**src/rtl/sr_latch_sequencer_pkg.sv**
```systemverilog
// Shared types, encodings and width helpers for the RS-latch sequencer.
package sr_latch_sequencer_pkg;

   // Controller states
   typedef enum logic [1:0] {
      ST_IDLE    = 2'd0,
      ST_PULSE   = 2'd1,
      ST_RECOVER = 2'd2,
      ST_CHECK   = 2'd3
   } state_t;

   // Requested latch operation
   localparam logic OP_SET = 1'b1;
   localparam logic OP_CLR = 1'b0;

   // Width of a requester index; at least one bit
   function automatic int unsigned idx_width(input int unsigned n);
      return (n > 1) ? $clog2(n) : 1;
   endfunction

   // Width of the phase down-counter: clog2(max(pulse,gap)+1)
   function automatic int unsigned cnt_width(input int unsigned pulse, input int unsigned gap);
      int unsigned m;
      m = (pulse > gap) ? pulse : gap;
      return $clog2(m + 1);
   endfunction

endpackage

```
**src/rtl/sr_latch_sequencer_if.sv**
```systemverilog
// Requester handshake plus latch drive/sense signals for the sequencer.
interface sr_latch_sequencer_if
   import sr_latch_sequencer_pkg::*;
#(
   parameter int unsigned NUM_REQ = 4
);
   localparam int unsigned IW = idx_width(NUM_REQ);

   logic [NUM_REQ-1:0] req;
   logic [NUM_REQ-1:0] op;
   logic [NUM_REQ-1:0] gnt;
   logic               done;
   logic [IW-1:0]      done_id;
   logic               err;
   logic               busy;
   logic               s_n;
   logic               r_n;
   logic               q;

   // Requesters and the latch side
   modport master (
      output req, op, q,
      input  gnt, done, done_id, err, busy, s_n, r_n
   );

   // Sequencer side
   modport slave (
      input  req, op, q,
      output gnt, done, done_id, err, busy, s_n, r_n
   );
endinterface

```
**src/rtl/sr_latch_sequencer_rr_arbiter.sv**
```systemverilog
// Combinational round-robin pick: first set request at or above ptr, wrapping.
module sr_latch_sequencer_rr_arbiter
   import sr_latch_sequencer_pkg::*;
#(
   parameter int unsigned NUM_REQ = 4,
   localparam int unsigned IW = idx_width(NUM_REQ)
) (
   input  logic [NUM_REQ-1:0] i_req,
   input  logic [IW-1:0]      i_ptr,
   output logic [NUM_REQ-1:0] o_gnt,
   output logic [IW-1:0]      o_idx,
   output logic               o_valid
);

   int unsigned w_j;

   // Scan from ptr upward modulo NUM_REQ; the first hit wins
   always_comb begin
      o_gnt   = '0;
      o_idx   = '0;
      o_valid = 1'b0;
      w_j     = 0;
      for (int unsigned i = 0; i < NUM_REQ; i++) begin
         w_j = (32'(i_ptr) + i) % NUM_REQ;
         if (!o_valid && i_req[IW'(w_j)]) begin
            o_valid            = 1'b1;
            o_gnt[IW'(w_j)]    = 1'b1;
            o_idx              = IW'(w_j);
         end
      end
   end

endmodule

```
**src/rtl/sr_latch_sequencer.sv**
```systemverilog
// Arbitrates set/clear requests onto one NAND RS latch: pulse, recover, check.
// The pulse drive is always complementary, so s_n and r_n are never both low.
module sr_latch_sequencer
   import sr_latch_sequencer_pkg::*;
#(
   parameter int unsigned NUM_REQ   = 4,
   parameter int unsigned PULSE_CYC = 2,
   parameter int unsigned GAP_CYC   = 2
) (
   input logic                 clk,
   input logic                 rst,
   sr_latch_sequencer_if.slave bus
);

   localparam int unsigned IW = idx_width(NUM_REQ);
   localparam int unsigned CW = cnt_width(PULSE_CYC, GAP_CYC);

   state_t             r_state;
   logic [CW-1:0]      r_cnt;
   logic [IW-1:0]      r_ptr;
   logic               r_op_q;
   logic [IW-1:0]      r_id_q;
   logic               r_boot;      // RECOVER entered from reset: skip the check
   logic               r_q_meta;
   logic               r_q_sync;
   logic [NUM_REQ-1:0] r_gnt;
   logic               r_done;
   logic [IW-1:0]      r_done_id;
   logic               r_err;
   logic               r_busy;
   logic               r_s_n;
   logic               r_r_n;

   logic [NUM_REQ-1:0] w_gnt;
   logic [IW-1:0]      w_idx;
   logic               w_valid;

   sr_latch_sequencer_rr_arbiter #(.NUM_REQ(NUM_REQ)) u_arb (
      .i_req   (bus.req),
      .i_ptr   (r_ptr),
      .o_gnt   (w_gnt),
      .o_idx   (w_idx),
      .o_valid (w_valid)
   );

   // Two-flop synchroniser for the asynchronous latch output
   always_ff @(posedge clk or posedge rst) begin
      if (rst) begin
         r_q_meta <= 1'b0;
         r_q_sync <= 1'b0;
      end else begin
         r_q_meta <= bus.q;
         r_q_sync <= r_q_meta;
      end
   end

   // Sequencer FSM with registered outputs; done is reported in the cycle after CHECK
   always_ff @(posedge clk or posedge rst) begin
      if (rst) begin
         r_state   <= ST_RECOVER;
         r_cnt     <= CW'(GAP_CYC - 1);
         r_ptr     <= '0;
         r_op_q    <= 1'b0;
         r_id_q    <= '0;
         r_boot    <= 1'b1;
         r_gnt     <= '0;
         r_done    <= 1'b0;
         r_done_id <= '0;
         r_err     <= 1'b0;
         r_busy    <= 1'b1;
         r_s_n     <= 1'b1;
         r_r_n     <= 1'b0;
      end else begin
         r_gnt  <= '0;
         r_done <= 1'b0;
         case (r_state)
            ST_IDLE: begin
               if (w_valid) begin
                  r_gnt   <= w_gnt;
                  r_op_q  <= bus.op[w_idx];
                  r_id_q  <= w_idx;
                  r_ptr   <= (w_idx == IW'(NUM_REQ - 1)) ? '0 : w_idx + IW'(1);
                  r_cnt   <= CW'(PULSE_CYC - 1);
                  r_state <= ST_PULSE;
                  r_busy  <= 1'b1;
                  r_s_n   <= (bus.op[w_idx] == OP_SET) ? 1'b0 : 1'b1;
                  r_r_n   <= (bus.op[w_idx] == OP_SET) ? 1'b1 : 1'b0;
               end
            end
            ST_PULSE: begin
               if (r_cnt == '0) begin
                  r_state <= ST_RECOVER;
                  r_cnt   <= CW'(GAP_CYC - 1);
                  r_s_n   <= 1'b1;
                  r_r_n   <= 1'b1;
               end else begin
                  r_cnt <= r_cnt - CW'(1);
               end
            end
            ST_RECOVER: begin
               r_s_n <= 1'b1;
               r_r_n <= 1'b1;
               if (r_cnt == '0) begin
                  if (r_boot) begin
                     r_state <= ST_IDLE;
                     r_busy  <= 1'b0;
                     r_boot  <= 1'b0;
                  end else begin
                     r_state <= ST_CHECK;
                  end
               end else begin
                  r_cnt <= r_cnt - CW'(1);
               end
            end
            ST_CHECK: begin
               r_done    <= 1'b1;
               r_done_id <= r_id_q;
               r_err     <= (r_q_sync != r_op_q);
               r_state   <= ST_IDLE;
               r_busy    <= 1'b0;
            end
            default: begin
               r_state <= ST_IDLE;
               r_busy  <= 1'b0;
               r_s_n   <= 1'b1;
               r_r_n   <= 1'b1;
            end
         endcase
      end
   end

   assign bus.gnt     = r_gnt;
   assign bus.done    = r_done;
   assign bus.done_id = r_done_id;
   assign bus.err     = r_err;
   assign bus.busy    = r_busy;
   assign bus.s_n     = r_s_n;
   assign bus.r_n     = r_r_n;

endmodule

```
**src/flat_wrapper.sv**
```systemverilog
// flat-port wrapper written by rule: the top's interface ports become plain ports
module sr_latch_sequencer_flat import sr_latch_sequencer_pkg::*;
#(
   parameter int unsigned NUM_REQ   = 4,
   parameter int unsigned PULSE_CYC = 2,
   parameter int unsigned GAP_CYC   = 2
)
  (clk, rst, bus_req, bus_op, bus_q, bus_gnt, bus_done, bus_done_id, bus_err, bus_busy, bus_s_n, bus_r_n);
  sr_latch_sequencer_if #(.NUM_REQ(NUM_REQ)) bus_i ();
  input logic clk;
  input logic rst;
  input wire logic [$bits(bus_i.req)-1:0] bus_req;
  input wire logic [$bits(bus_i.op)-1:0] bus_op;
  input wire logic [$bits(bus_i.q)-1:0] bus_q;
  output wire logic [$bits(bus_i.gnt)-1:0] bus_gnt;
  output wire logic [$bits(bus_i.done)-1:0] bus_done;
  output wire logic [$bits(bus_i.done_id)-1:0] bus_done_id;
  output wire logic [$bits(bus_i.err)-1:0] bus_err;
  output wire logic [$bits(bus_i.busy)-1:0] bus_busy;
  output wire logic [$bits(bus_i.s_n)-1:0] bus_s_n;
  output wire logic [$bits(bus_i.r_n)-1:0] bus_r_n;
  assign bus_i.req = bus_req;
  assign bus_i.op = bus_op;
  assign bus_i.q = bus_q;
  assign bus_gnt = bus_i.gnt;
  assign bus_done = bus_i.done;
  assign bus_done_id = bus_i.done_id;
  assign bus_err = bus_i.err;
  assign bus_busy = bus_i.busy;
  assign bus_s_n = bus_i.s_n;
  assign bus_r_n = bus_i.r_n;
  sr_latch_sequencer #(.NUM_REQ(NUM_REQ), .PULSE_CYC(PULSE_CYC), .GAP_CYC(GAP_CYC)) u_core (.clk(clk), .rst(rst), .bus(bus_i));
endmodule
```
**config.mk**
```make
export PLATFORM = sky130hd
export DESIGN_NAME = sr_latch_sequencer_flat
export DESIGN_NICKNAME = d
export VERILOG_FILES = /design/src/rtl/sr_latch_sequencer_pkg.sv /design/src/rtl/sr_latch_sequencer_if.sv /design/src/rtl/sr_latch_sequencer_rr_arbiter.sv /design/src/rtl/sr_latch_sequencer.sv /design/src/flat_wrapper.sv
export SDC_FILE = /design/constraint.sdc
export NUM_CORES = 1
export LEC_CHECK = 0
export ABC_AREA = 1
export BUFFER_PORTS_ARGS = -buffer_cell sky130_fd_sc_hd__buf_2
export CORE_MARGIN = 1.5
export CORE_UTILIZATION = 25
export DETAILED_ROUTE_END_ITERATION = 8
export SYNTH_ARGS = -nofsm -noshare
export SYNTH_HDL_FRONTEND = slang
export SYNTH_SLANG_ARGS = --single-unit
```
**constraint.sdc**
```tcl
create_clock -name clk -period 3.1 [get_ports clk]
set_input_delay 0.62 -clock clk [delete_from_list [all_inputs] [get_ports clk]]
set_output_delay 0.62 -clock clk [all_outputs]
set_load 0.01 [all_outputs]
```
======== Word-level counts from Yosys, hierarchy flattened ========
Cells that the tools add are included.
operators by class
  eq/ne operators ......................... 10
  add/sub/neg operators ................... 5
  muxes and demuxes ....................... 53
  reduce and logical (&&, ||, !) cells .... 20
  order comparisons ....................... 9
  bitwise operators ....................... 3
operators with widths
  operator                                                                       number
  4-bit two-way mux                                                              6
  1-bit two-way mux                                                              22
  2-bit two-way mux                                                              11
  2-bit by 3-bit less-than comparator with 1-bit output (second input constant)  5
  4-bit bitwise OR                                                               3
  1-bit binary-select mux with 2-bit select                                      5
  1-bit case mux with 3 select lines                                             3
  3-bit AND reduction                                                            3
  1-bit demux with 2-bit select                                                  4
  2-bit by 1-bit >= comparator with 1-bit output (second input constant)         4
  2-bit case mux with 4 select lines                                             1
  1-bit logical AND                                                              7
  2-bit == test (second input constant)                                          3
  2-bit by 1-bit inequality test with 1-bit output (second input constant)       3
  2-bit case mux with 3 select lines                                             1
  3-bit nonzero test                                                             2
  2-bit by 1-bit adder with 2-bit output (second input constant)                 2
  2-bit adder (second input constant)                                            2
  2-bit logical NOT                                                              2
  2-bit inequality test (second input constant)                                  2
  2-bit AND reduction                                                            2
  4-bit AND reduction                                                            1
  1-bit logical NOT                                                              3
  2-bit by 1-bit == test with 1-bit output (second input constant)               1
  other kinds (2)                                                                2
word-level totals
  logic and storage cells ................. 115
  output and inout port bits .............. 11
  bits in registers ....................... 23
  input port bits ......................... 11

======== Longest topological paths before layout ========
Gate-level depths: netlist (run 1).
  depth after elaboration ................. 17
  gate-level depth with buffers ........... 15
  mapped depth without buffers ............ 14

======== Cells and area by module ========
Synthesis (run 1) repeated with hierarchy kept, for this count alone.
unflattened totals
  cells, all modules ...................... 200
  area total of the unflattened synthesis .. 1560.2 um2
by module, submodules not included
  module                         cells each  area each (um2)  times used
  sr_latch_sequencer             126         1119.8           1
  sr_latch_sequencer_rr_arbiter  74          440.4            1

======== Least setup slack after synthesis (run 1) ========
OpenSTA, ideal clock, no wires.
  kind .................................... flip-flop to flip-flop
  from .................................... register u_core.r_ptr[0]
  to ...................................... register u_core.r_ptr[1]
  path buffers ............................ 1
  clock period less this slack ............ 2.168 ns
  path slack .............................. 0.932 ns
  cell stages (with the launch flop) ...... 14
  arrival time ............................ 2.043 ns
  cell sequence ........................... dfrtp_1 > buf_6 > inv_12 > ha_1 > inv_1 > nand2_1 > nand2_4 > nor2_8 > nand3_2 > nor2_2 > nor2_4 > ha_1 > nand2_1 > o21ai_1
between the ends
  word-level cells in the longest chain between the ends .. 14
  elaborated cells between the ends (all ways) .. 29
RTL lines
  what                                                                             line                                 source
  start: declaration                                                               sr_latch_sequencer.sv:20             logic [IW-1:0] r_ptr;
  start signal: assignment                                                         sr_latch_sequencer.sv:82             r_ptr <= (w_idx == IW'(NUM_REQ - 1)) ? '0 : w_idx + IW'(1);
  branches (longest 11 deep; another with 2-bit by 1-bit adder with 2-bit output)  -
  2-bit two-way mux (*)                                                            sr_latch_sequencer_rr_arbiter.sv:25  if (!o_valid && i_req[IW'(w_j)]) begin
  named net u_core.u_arb.o_idx[1]                                                  sr_latch_sequencer_rr_arbiter.sv:11  output logic [IW-1:0] o_idx,
  2-bit by 1-bit adder with 2-bit output or 2-bit == test (tied branches)          sr_latch_sequencer.sv:82
  2-bit two-way mux (*)                                                            sr_latch_sequencer.sv:82
Mark *: on every way through the listed nets, which the timed path passes. The select of a mux whose other input is x is not followed.
A chain may end at the register's enable or synchronous reset.

======== Worst setup path in the final report (run 1) ========
  from .................................... register u_core.r_ptr[1]
  to ...................................... register u_core.r_ptr[1]
The elaborated chain is that of the path after synthesis.

==> run summary, run 1 <==
reg2reg end - u_core.r_ptr[1]
Core ar. - 6830 um^2
mux share of post-synthesis cell area - 0
Die Span Y - 87.3 um
CP Capture Type - register
worst setup path end - u_core.r_ptr[1]
Setup Crit Path Kind - register to register
Post-DP HPWL - 2890 um
routability cong. - 0.838
final hold vios - 0
Worst Hold Class - register to register
Vias per Instance - 4.22
Placed Instances - 336
routed vias - 1,434
Final Cycle Share - 0.766
crit path from - u_core.r_ptr[1]
clock sinks - 23
GRT Overall Usage - 0.0985
Ports - 22
worst-path cell chain - inv_2 > ha_1 > inv_1 > nand2_1 > nand2_4 > nor2_8 > nand3_2 > nor2_2 > nor2_4 > ha_1 > nand2_1 > o21ai_1
VDD IR-drop max - 0.329 mV
violation count after the first detailed-routing iteration - 74
status - complete, no violations
Mapped Area - 1780 um^2
main combinational cell family by area after synthesis - simple AND/OR/NAND/NOR gates
Hold-fix buffers, CTS - 0
Synth Area in XOR/XNOR - 0.00493
IO Port Bufs - 21
die width - 87.3 um
DR WL/cell - 10.4 um
DR pass1 iterations - 5
synth unique cells - 31
Leak - 1.08 nW
R2R Setup Slk - 0.73 ns
synth warn - 0
Final Non-Filler Cells - 340
Final Max Slew Viols - 0
post-CTS sizing - 0
# setup viols final - 0
fraction of layout cells with a size suffix above 1 - 0.303
H-Tree Depth - 1
nets - 271
Critical Path AT - 2.53 ns
final wirelength - 3520 um
global-route wire length before repair - 5970 um
worst hold path depth - 0
CTS root buf - clkbuf_8
die area - 7620 um^2
initial antenna violation count - 0
area share of fa/ha/maj cells after synthesis - 0.106
most common cell after layout, fill and taps aside - nand2_1
Synth Net Count - 245
Largest stage delay, worst path - 0.51 ns
Diodes inserted - 0
min Tclk post-route - 2.37 ns
vias in the first global route - 1,273
fmax - 421 MHz
largest net degree at the start of global routing - 24
measured slew at the worst slew-check pin - 0.868 ns
Worst EP required - 3.25 ns
unrepaired setup endpoints after global routing - no
Synth Area in Compound Gates - 0.121
Area Overhead vs Synth - 15.1%
CTS tree - done
Post-Syn Instances - 219
Worst path depth - 12
filler instances - 756
Max Fanout on Critical Path - 9
post-route ant nets - 0
synthesized area per cell - 8.11 um^2
max-cap viol count - 0
# DRC - 0
Buf+Inv Stages, Crit Path - 2
critical path startpoint category - register
setup tns final - 0 ns
Clock Tree Buf Depth - 2
Worst Skew - 0.00555 ns
Rel. slew slack - 0.421
most frequent cells in the layout - nand2_1 (47), inv_1 (38), buf_2 (21)
Simple-Gate Fraction of Synth Area - 0.333
CTS Buf Count - 3
Rows - 30
cells on worst reg2reg path - 12
sequential-to-total area share from yosys stat - 0.327
slowest CP cell - dfrtp_1
insertion delay to the later sink of the worst-skew pair - 0.27 ns
grt ovf - 0
crit-path leading delay family - simple AND/OR/NAND/NOR gates
Critical R2R Launch - u_core.r_ptr[1]
P per Cell Area - 1190 nW/um^2
Initial Util - 0.260
#FFs+latches synth - 23
CTS clock-pin slew for the worst setup and hold paths - 0.08 ns
# Post-CTS Setup Buffers - 0
==> metrics by stage <==
step	power (mW)	area [um^2]	hold slack (ns)	worst slack [ns]	util
after floorplan	1.92	1780	0.331	0.932	-
after global placement	2.23	2000	0.354	0.805	0.292
after detailed placement	2.26	2000	0.358	0.738	0.292
after CTS	2.46	2040	0.386	0.715	0.299
after global routing	2.71	2040	0.391	0.556	0.299
final	2.43	2040	0.379	0.725	0.299
==> report_power, final <==
part	switching [mW]	internal [mW]	total [mW]
clock network	0.0987	0.0899	0.189
registers	0.0916	0.451	0.543
logic	1.10	0.598	1.70
total	1.29	1.14	2.43
==> cells in the mapped netlist (all sizes together) <==
cell / count / share of area
nand2: 63 / 0.17
inv: 44 / 0.10
nand3: 24 / 0.11
o21ai: 21 / 0.065
dfrtp: 18 / 0.25
ha: 15 / 0.11
nor2: 10 / 0.042
a21oi: 8 / 0.025
dfstp: 5 / 0.074
o22ai: 3 / 0.014
nand4: 2 / 0.011
o31ai: 2 / 0.0084
a21boi: 1 / 0.0042
buf: 1 / 0.0063
o211ai: 1 / 0.0042
xnor2: 1 / 0.0049
==> cell families after synthesis <==
family	after synthesis
simple gates	99
compound gates	36
flops	23
buf+inv	45
fa+ha+maj	15
xor+xnor	1
==> cell type report <==
type                    count  area (um^2)  share of cell area
well taps                  96          120              0.0588
clock inverters             1         5.00             0.00245
multi-input cells         151         1000               0.491
clock buffers               3         41.3              0.0202
repair buffers             22          113              0.0551
flip-flops and latches     23          582               0.285
inverters                  44          180              0.0881
==> registers in the layout, summed over array words and instances, names as in the netlist, 2 cells and up <==
name	cells
u_core.r_ptr	2
u_core.bus.done_id	2
u_core.bus.gnt	4
u_core.r_cnt	2
u_core.r_id_q	2
u_core.r_state	2
==> metal layers <==
layer | share of wire | up-vias | wire length (um) | global-route usage
met5 | 0 | - | 0 | 0
met4 | 0.018 | 0 | 64 | 0.0390
met3 | 0.040 | 5 | 142 | 0.0123
met2 | 0.42 | 33 | 1490 | 0.148
met1 | 0.52 | 651 | 1830 | 0.142
li1 | - | 745 | - | -
==> how the worst min path moves through the flow <==
stage                            to       startpoint
finish              u_core.r_q_sync  u_core.r_q_meta
global route        u_core.r_q_sync  u_core.r_q_meta
CTS                 u_core.r_q_sync  u_core.r_q_meta
detailed placement  u_core.r_q_sync  u_core.r_q_meta
global placement    u_core.r_q_sync  u_core.r_q_meta
floorplan           u_core.r_q_sync  u_core.r_q_meta
(Power assumes the default switching activity.)
==> inputs of run 2 (changes only) <==
==> constraint.sdc (replaced) <==
create_clock -name clk -period 2.2 [get_ports clk]
set_input_delay 0.44 -clock clk [delete_from_list [all_inputs] [get_ports clk]]
set_output_delay 0.44 -clock clk [all_outputs]
set_load 0.01 [all_outputs]
==> run 2 against run 1 <==
  * Non-clock buffer count is 8 higher
  * Largest cell class unchanged
  * Maximum frequency increased by 13%
  * Register-to-register slack worse by 0.62 ns
  * First-iteration DRC count decreased by 5.4%
==> run summary, run 2 (synthesis gave the netlist of run 1 again) <==
Rel. slew slack - 0.809 (was 0.421)
crit-path leading delay family - simple AND/OR/NAND/NOR gates (unchanged)
Buf+Inv Stages, Crit Path - 2 (unchanged)
CTS root buf - clkbuf_8 (unchanged)
Max Fanout on Critical Path - 5 (was 9)
violation count after the first detailed-routing iteration - 70 (was 74)
sequential share of power - 0.210 (was 0.223)
Post-DP HPWL - 2840 um (was 2890 um)
clock sinks - 23 (unchanged)
Placed Instances - 344 (was 336)
die area - 7620 um^2 (unchanged)
Vias per Instance - 4.10 (was 4.22)
critical path startpoint category - register (unchanged)
Hold Slack - 0.205 ns (was 0.379 ns)
die width - 87.3 um (unchanged)
cells on worst reg2reg path - 12 (unchanged)
P per Cell Area - 1680 nW/um^2 (was 1190 nW/um^2)
nets - 279 (was 271)
Worst Skew - 0.00458 ns (was 0.00555 ns)
most frequent cells in the layout - nand2_1 (47), inv_1 (38), buf_2 (21) (unchanged)
vias in the first global route - 1,323 (was 1,273)
DR pass1 iterations - 4 (was 5)
grt ovf - 0 (unchanged)
Sw Pwr - 1.82 mW (was 1.29 mW)
Leak - 1.11 nW (was 1.08 nW)
initial antenna violation count - 0 (unchanged)
fmax - 478 MHz (was 421 MHz)
Worst EP required - 2.34 ns (was 3.25 ns)
CP Capture Type - register (unchanged)
setup tns final - 0 ns (unchanged)
fraction of layout cells with a size suffix above 1 - 0.325 (was 0.303)
Initial Util - 0.260 (unchanged)
GRT Overall Usage - 0.0963 (was 0.0985)
Clock Tree Buf Depth - 2 (unchanged)
unrepaired setup endpoints after global routing - no (unchanged)
H-Tree Depth - 1 (unchanged)
Largest register FFs - 4 (unchanged)
Worst path depth - 12 (unchanged)
Final Max Slew Viols - 0 (unchanged)
Ports - 22 (unchanged)
insertion delay to the later sink of the worst-skew pair - 0.26 ns (was 0.27 ns)
Clk pwr share - 0.071 (was 0.078)
max-cap viol count - 0 (unchanged)
# setup viols final - 0 (unchanged)
filler instances - 753 (was 756)
Setup Crit Path Kind - register to register (unchanged)
Largest stage delay, worst path - 0.45 ns (was 0.51 ns)
slowest CP cell - dfrtp_2 (was dfrtp_1)
VDD IR-drop max - 0.355 mV (was 0.329 mV)
Final Non-Filler Cells - 348 (was 340)
Worst Hold Class - input pin to async pin (was register to register)
post-route ant nets - 0 (unchanged)
routed vias - 1,428 (was 1,434)
Core ar. - 6830 um^2 (unchanged)
min Tclk post-route - 2.09 ns (was 2.37 ns)
Tot Pwr - 3.54 mW (was 2.43 mW)
CTS tree - done (unchanged)
Rows - 30 (unchanged)
Diodes inserted - 0 (unchanged)
final hold vios - 0 (unchanged)
worst-path cell chain - inv_12 > ha_1 > inv_1 > nand2_1 > nand2_4 > nor2_8 > nand3_2 > nor2_2 > nor2_4 > ha_1 > nand2_1 > o21ai_1 (was inv_2 > ha_1 > inv_1 > nand2_1 > nand2_4 > nor2_8 > nand3_2 > nor2_2 > nor2_4 > ha_1 > nand2_1 > o21ai_1)
Switching Fraction - 0.515 (was 0.532)
largest net degree at the start of global routing - 24 (unchanged)
Final Cycle Share - 0.951 (was 0.766)
routability cong. - 0.799 (was 0.838)
DR WL/cell - 9.99 um (was 10.4 um)
Int Pwr - 1.72 mW (was 1.14 mW)
IO Port Bufs - 21 (unchanged)
CTS clock-pin slew for the worst setup and hold paths - 0.08 ns (about the same)
status - complete, no violations (unchanged)
measured slew at the worst slew-check pin - 0.286 ns (was 0.868 ns)
most common cell after layout, fill and taps aside - nand2_1 (unchanged)
# DRC - 0 (unchanged)
Area Overhead vs Synth - 18.5% (was 15.1%)
Critical Path AT - 2.24 ns (was 2.53 ns)
Die Span Y - 87.3 um (unchanged)
global-route wire length before repair - 5890 um (was 5970 um)
Logic pwr share - 0.718 (was 0.699)
CTS Buf Count - 3 (unchanged)
final wirelength - 3480 um (was 3520 um)
[run 2: changes by cell type in the layout (fill, tap and decap cells not counted)]
cell / change
buf_4: +8
clkbuf_1: +1
clkinv_2: -1
dfrtp_1: -1
dfrtp_2: +1
[run 2: path summary, 6_finish.rpt]
| kind | end | startpoint | slack (ns) |
|---|---|---|---|
| setup / recovery | u_core.r_ptr[1] | u_core.r_ptr[0] | 0.11 |
| hold / removal | u_core.r_cnt[1] | rst | 0.21 |
| setup reg to reg | u_core.r_ptr[1] | u_core.r_ptr[0] | 0.11 |
| hold reg to reg | u_core.r_q_sync | u_core.r_q_meta | 0.36 |
| max in group asynchronous | u_core.r_state[1] | rst | 1.72 |
| min in group clk | u_core.r_q_meta | bus_q | 0.29 |
[run 2: worst reg2reg max path, stage by stage (launching register included)]
cell and delay, ns:
dfrtp_2 0.45, inv_12 0.03, ha_1 0.36, inv_1 0.12, nand2_1 0.12, nand2_4 0.08
nor2_8 0.12, nand3_2 0.09, nor2_2 0.16, nor2_4 0.06, ha_1 0.28, nand2_1 0.06
o21ai_1 0.05
[run 2: area by class of cell]
cell class	instances	area [um^2]	share of cell area
Timing Repair Buffer	30	173	0.0820
Multi-Input combinational cell	151	1000	0.477
Clock buffer	4	45.0	0.0214
Inverter	44	180	0.0856
Tap cell	96	120	0.0571
Sequential cell	23	583	0.277
[run 2: repair_timing]
action	4_1_cts	5_1_grt
endpoints found under the setup margin	0	4
buffers inserted	0	0
endpoints found under the hold margin	0	0
hold buffers	0	0
resized for setup	0	1
[run 2: power groups by stage]
| stage | clock network [mW] | registers, mW | logic (mW) |
|---|---|---|---|
| floorplan | 0 | 0.793 | 1.91 |
| global placement | 0 | 0.753 | 2.52 |
| detailed placement | 0 | 0.754 | 2.56 |
| CTS | 0.266 | 0.747 | 2.56 |
| global route | 0.284 | 0.768 | 2.87 |
| finish | 0.252 | 0.745 | 2.54 |
[run 2: stage by stage]
| stage | utilization | setup WS [ns] | area [um^2] |
|---|---|---|---|
| 2_1_floorplan | - | 0.0321 | 1780 |
| 3_3_place_gp | 0.301 | 0.119 | 2060 |
| 3_5_place_dp | 0.301 | 0.0665 | 2060 |
| 4_1_cts | 0.308 | 0.0513 | 2100 |
| 5_1_grt | 0.308 | 0.0152 | 2100 |
| 6_report | 0.308 | 0.107 | 2100 |
[run 2: metal layers]
layer	wire [um]	share of wire	track usage
met5	0	0	0
met4	19	0.0055	0.0274
met3	108	0.031	0.0123
met2	1580	0.45	0.152
met1	1770	0.51	0.136
==> inputs of run 3 (changes only) <==
==> constraint.sdc (replaced) <==
create_clock -name clk -period 2.64 [get_ports clk]
set_input_delay 0.528 -clock clk [delete_from_list [all_inputs] [get_ports clk]]
set_output_delay 0.528 -clock clk [all_outputs]
set_load 0.01 [all_outputs]
==> run 3 against run 2 <==
  * First-iteration DRC count fell by 34%
  * Combinational power fell by 21%
  * Maximum frequency fell by 11%
  * Via count fell by 2.0%
  * Register-to-register slack improved by 0.17 ns
  * Clock power fell by 14%
  * Routed wire length fell by 0.86%
  * Critical path type unchanged
==> run summary, run 3 (synthesis gave the netlist of run 1 again) <==
VDD IR-drop max - 0.318 mV (was 0.355 mV)
Vias per Instance - 4.12 (was 4.10)
Tot Pwr - 2.85 mW (was 3.54 mW)
status - complete, no violations (unchanged)
Area Overhead vs Synth - 15.1% (was 18.5%)
Worst Skew - 0.00413 ns (was 0.00458 ns)
most frequent cells in the layout - nand2_1 (47), inv_1 (38), buf_2 (21) (unchanged)
GRT Overall Usage - 0.0981 (was 0.0963)
filler instances - 768 (was 753)
Worst Hold Class - register to register (was input pin to async pin)
Final Util - 0.299 (was 0.308)
# DRC - 0 (unchanged)
nets - 271 (was 279)
min Tclk post-route - 2.37 ns (was 2.09 ns)
Max Fanout on Critical Path - 9 (was 5)
routed vias - 1,400 (was 1,428)
Buf+Inv Stages, Crit Path - 3 (was 2)
Setup Crit Path Kind - register to register (unchanged)
worst-path cell chain - inv_2 > ha_1 > inv_1 > nand3_1 > nand2_2 > inv_1 > nand3_2 > nor2_2 > nor2_4 > ha_1 > nand2_1 > o21ai_1 (was inv_12 > ha_1 > inv_1 > nand2_1 > nand2_4 > nor2_8 > nand3_2 > nor2_2 > nor2_4 > ha_1 > nand2_1 > o21ai_1)
post-CTS sizing - 0 (unchanged)
Reg area - 582 um^2 (was 583 um^2)
DR WL/cell - 10.1 um (was 9.99 um)
Rows - 30 (unchanged)
DR pass1 iterations - 4 (unchanged)
most common cell after layout, fill and taps aside - nand2_1 (unchanged)
Clk pwr share - 0.076 (was 0.071)
fmax - 423 MHz (was 478 MHz)
Diodes inserted - 0 (unchanged)
clock sinks - 23 (unchanged)
Logic pwr share - 0.701 (was 0.718)
critical path startpoint category - register (unchanged)
grt ovf - 0 (unchanged)
H-Tree Depth - 1 (unchanged)
Critical Path AT - 2.51 ns (was 2.24 ns)
post-route ant nets - 0 (unchanged)
# setup viols final - 0 (unchanged)
unrepaired setup endpoints after global routing - no (unchanged)
CTS tree - done (unchanged)
Ports - 22 (unchanged)
Final Max Slew Viols - 0 (unchanged)
final hold vios - 0 (unchanged)
Leak - 1.08 nW (was 1.11 nW)
CTS Buf Count - 3 (unchanged)
Largest register FFs - 4 (unchanged)
Initial Util - 0.260 (unchanged)
CTS root buf - clkbuf_8 (unchanged)
Die Span Y - 87.3 um (unchanged)
# Post-CTS Setup Buffers - 0 (unchanged)
routability cong. - 0.845 (was 0.799)
IO Port Bufs - 21 (unchanged)
Worst EP required - 2.78 ns (was 2.34 ns)
Largest stage delay, worst path - 0.48 ns (was 0.45 ns)
fraction of layout cells with a size suffix above 1 - 0.303 (was 0.325)
final wirelength - 3450 um (was 3480 um)
sequential share of power - 0.223 (was 0.210)
Int Pwr - 1.34 mW (was 1.72 mW)
vias in the first global route - 1,307 (was 1,323)
Core ar. - 6830 um^2 (unchanged)
violation count after the first detailed-routing iteration - 46 (was 70)
Sw Pwr - 1.51 mW (was 1.82 mW)
CP Capture Type - register (unchanged)
initial antenna violation count - 0 (unchanged)
CTS clock-pin slew for the worst setup and hold paths - 0.08 ns (about the same)
largest net degree at the start of global routing - 24 (unchanged)
Final Cycle Share - 0.896 (was 0.951)
crit-path leading delay family - adder cells (was simple AND/OR/NAND/NOR gates)
area of the multi-input gates - 1000 um^2 (unchanged)
Clock Tree Buf Depth - 2 (unchanged)
Switching Fraction - 0.529 (was 0.515)
setup tns final - 0 ns (unchanged)
global-route wire length before repair - 5950 um (was 5890 um)
Post-DP HPWL - 2800 um (was 2840 um)
die width - 87.3 um (unchanged)
slowest CP cell - dfrtp_1 (was dfrtp_2)
max-cap viol count - 0 (unchanged)
Hold-fix buffers, CTS - 0 (unchanged)
Rel. slew slack - 0.420 (was 0.809)
measured slew at the worst slew-check pin - 0.869 ns (was 0.286 ns)
die area - 7620 um^2 (unchanged)
P per Cell Area - 1390 nW/um^2 (was 1680 nW/um^2)
insertion delay to the later sink of the worst-skew pair - 0.26 ns (about the same)
## run 3: cell type report
class	count	area share
inverter	44	0.0881
sequential	23	0.285
timing repair buffer	22	0.0551
multi-input combinational	151	0.491
clock inverter	1	0.00245
clock buffer	3	0.0202
tap	96	0.0588
## run 3: per-stage QoR
step           hold slack [ns]  instances  setup slack, ns  instance area [um^2]
6_report                 0.358        340            0.275                  2040
5_1_grt                  0.367        340            0.135                  2040
4_1_cts                  0.362        340            0.262                  2040
3_5_place_dp             0.340        336            0.274                  2000
3_3_place_gp             0.344        336            0.352                  2000
2_1_floorplan            0.331        219            0.472                  1780
## run 3: metal layers
metal  vias to the layer above  track usage  part of all wire
met5                         -            0                 0
met4                         0       0.0346             0.016
met3                         4      0.00948             0.040
met2                        26        0.154              0.43
met1                       626        0.139              0.51
li1                        744            -                 -
## run 3: power by group through the flow
stage / Clock (mW) / Combinational (mW) / Sequential [mW]
after floorplan: 0 / 1.59 / 0.661
after global placement: 0 / 1.99 / 0.640
after detailed placement: 0 / 2.01 / 0.641
after CTS: 0.229 / 2.02 / 0.635
after global routing: 0.241 / 2.28 / 0.653
final: 0.217 / 2.00 / 0.633
## run 3: final timing paths
kind,from,to,slack (ns),depth (start not counted)
max,u_core.r_ptr[1],u_core.r_ptr[1],0.27,12
min,u_core.r_q_meta,u_core.r_q_sync,0.36,0
max reg2reg,u_core.r_ptr[1],u_core.r_ptr[1],0.27,12
min reg2reg,u_core.r_q_meta,u_core.r_q_sync,0.36,0
max in group asynchronous,rst,u_core.bus.done_id[0],1.67,2
min in group asynchronous,rst,u_core.bus.done_id[1],0.43,2
## run 3: worst register-to-register path: stages, from the launching register on
cell,delay (ns)
dfrtp_1,0.48
inv_2,0.15
ha_1,0.40
inv_1,0.12
nand3_1,0.12
nand2_2,0.13
inv_1,0.09
nand3_2,0.12
nor2_2,0.15
nor2_4,0.07
ha_1,0.29
nand2_1,0.06
o21ai_1,0.06
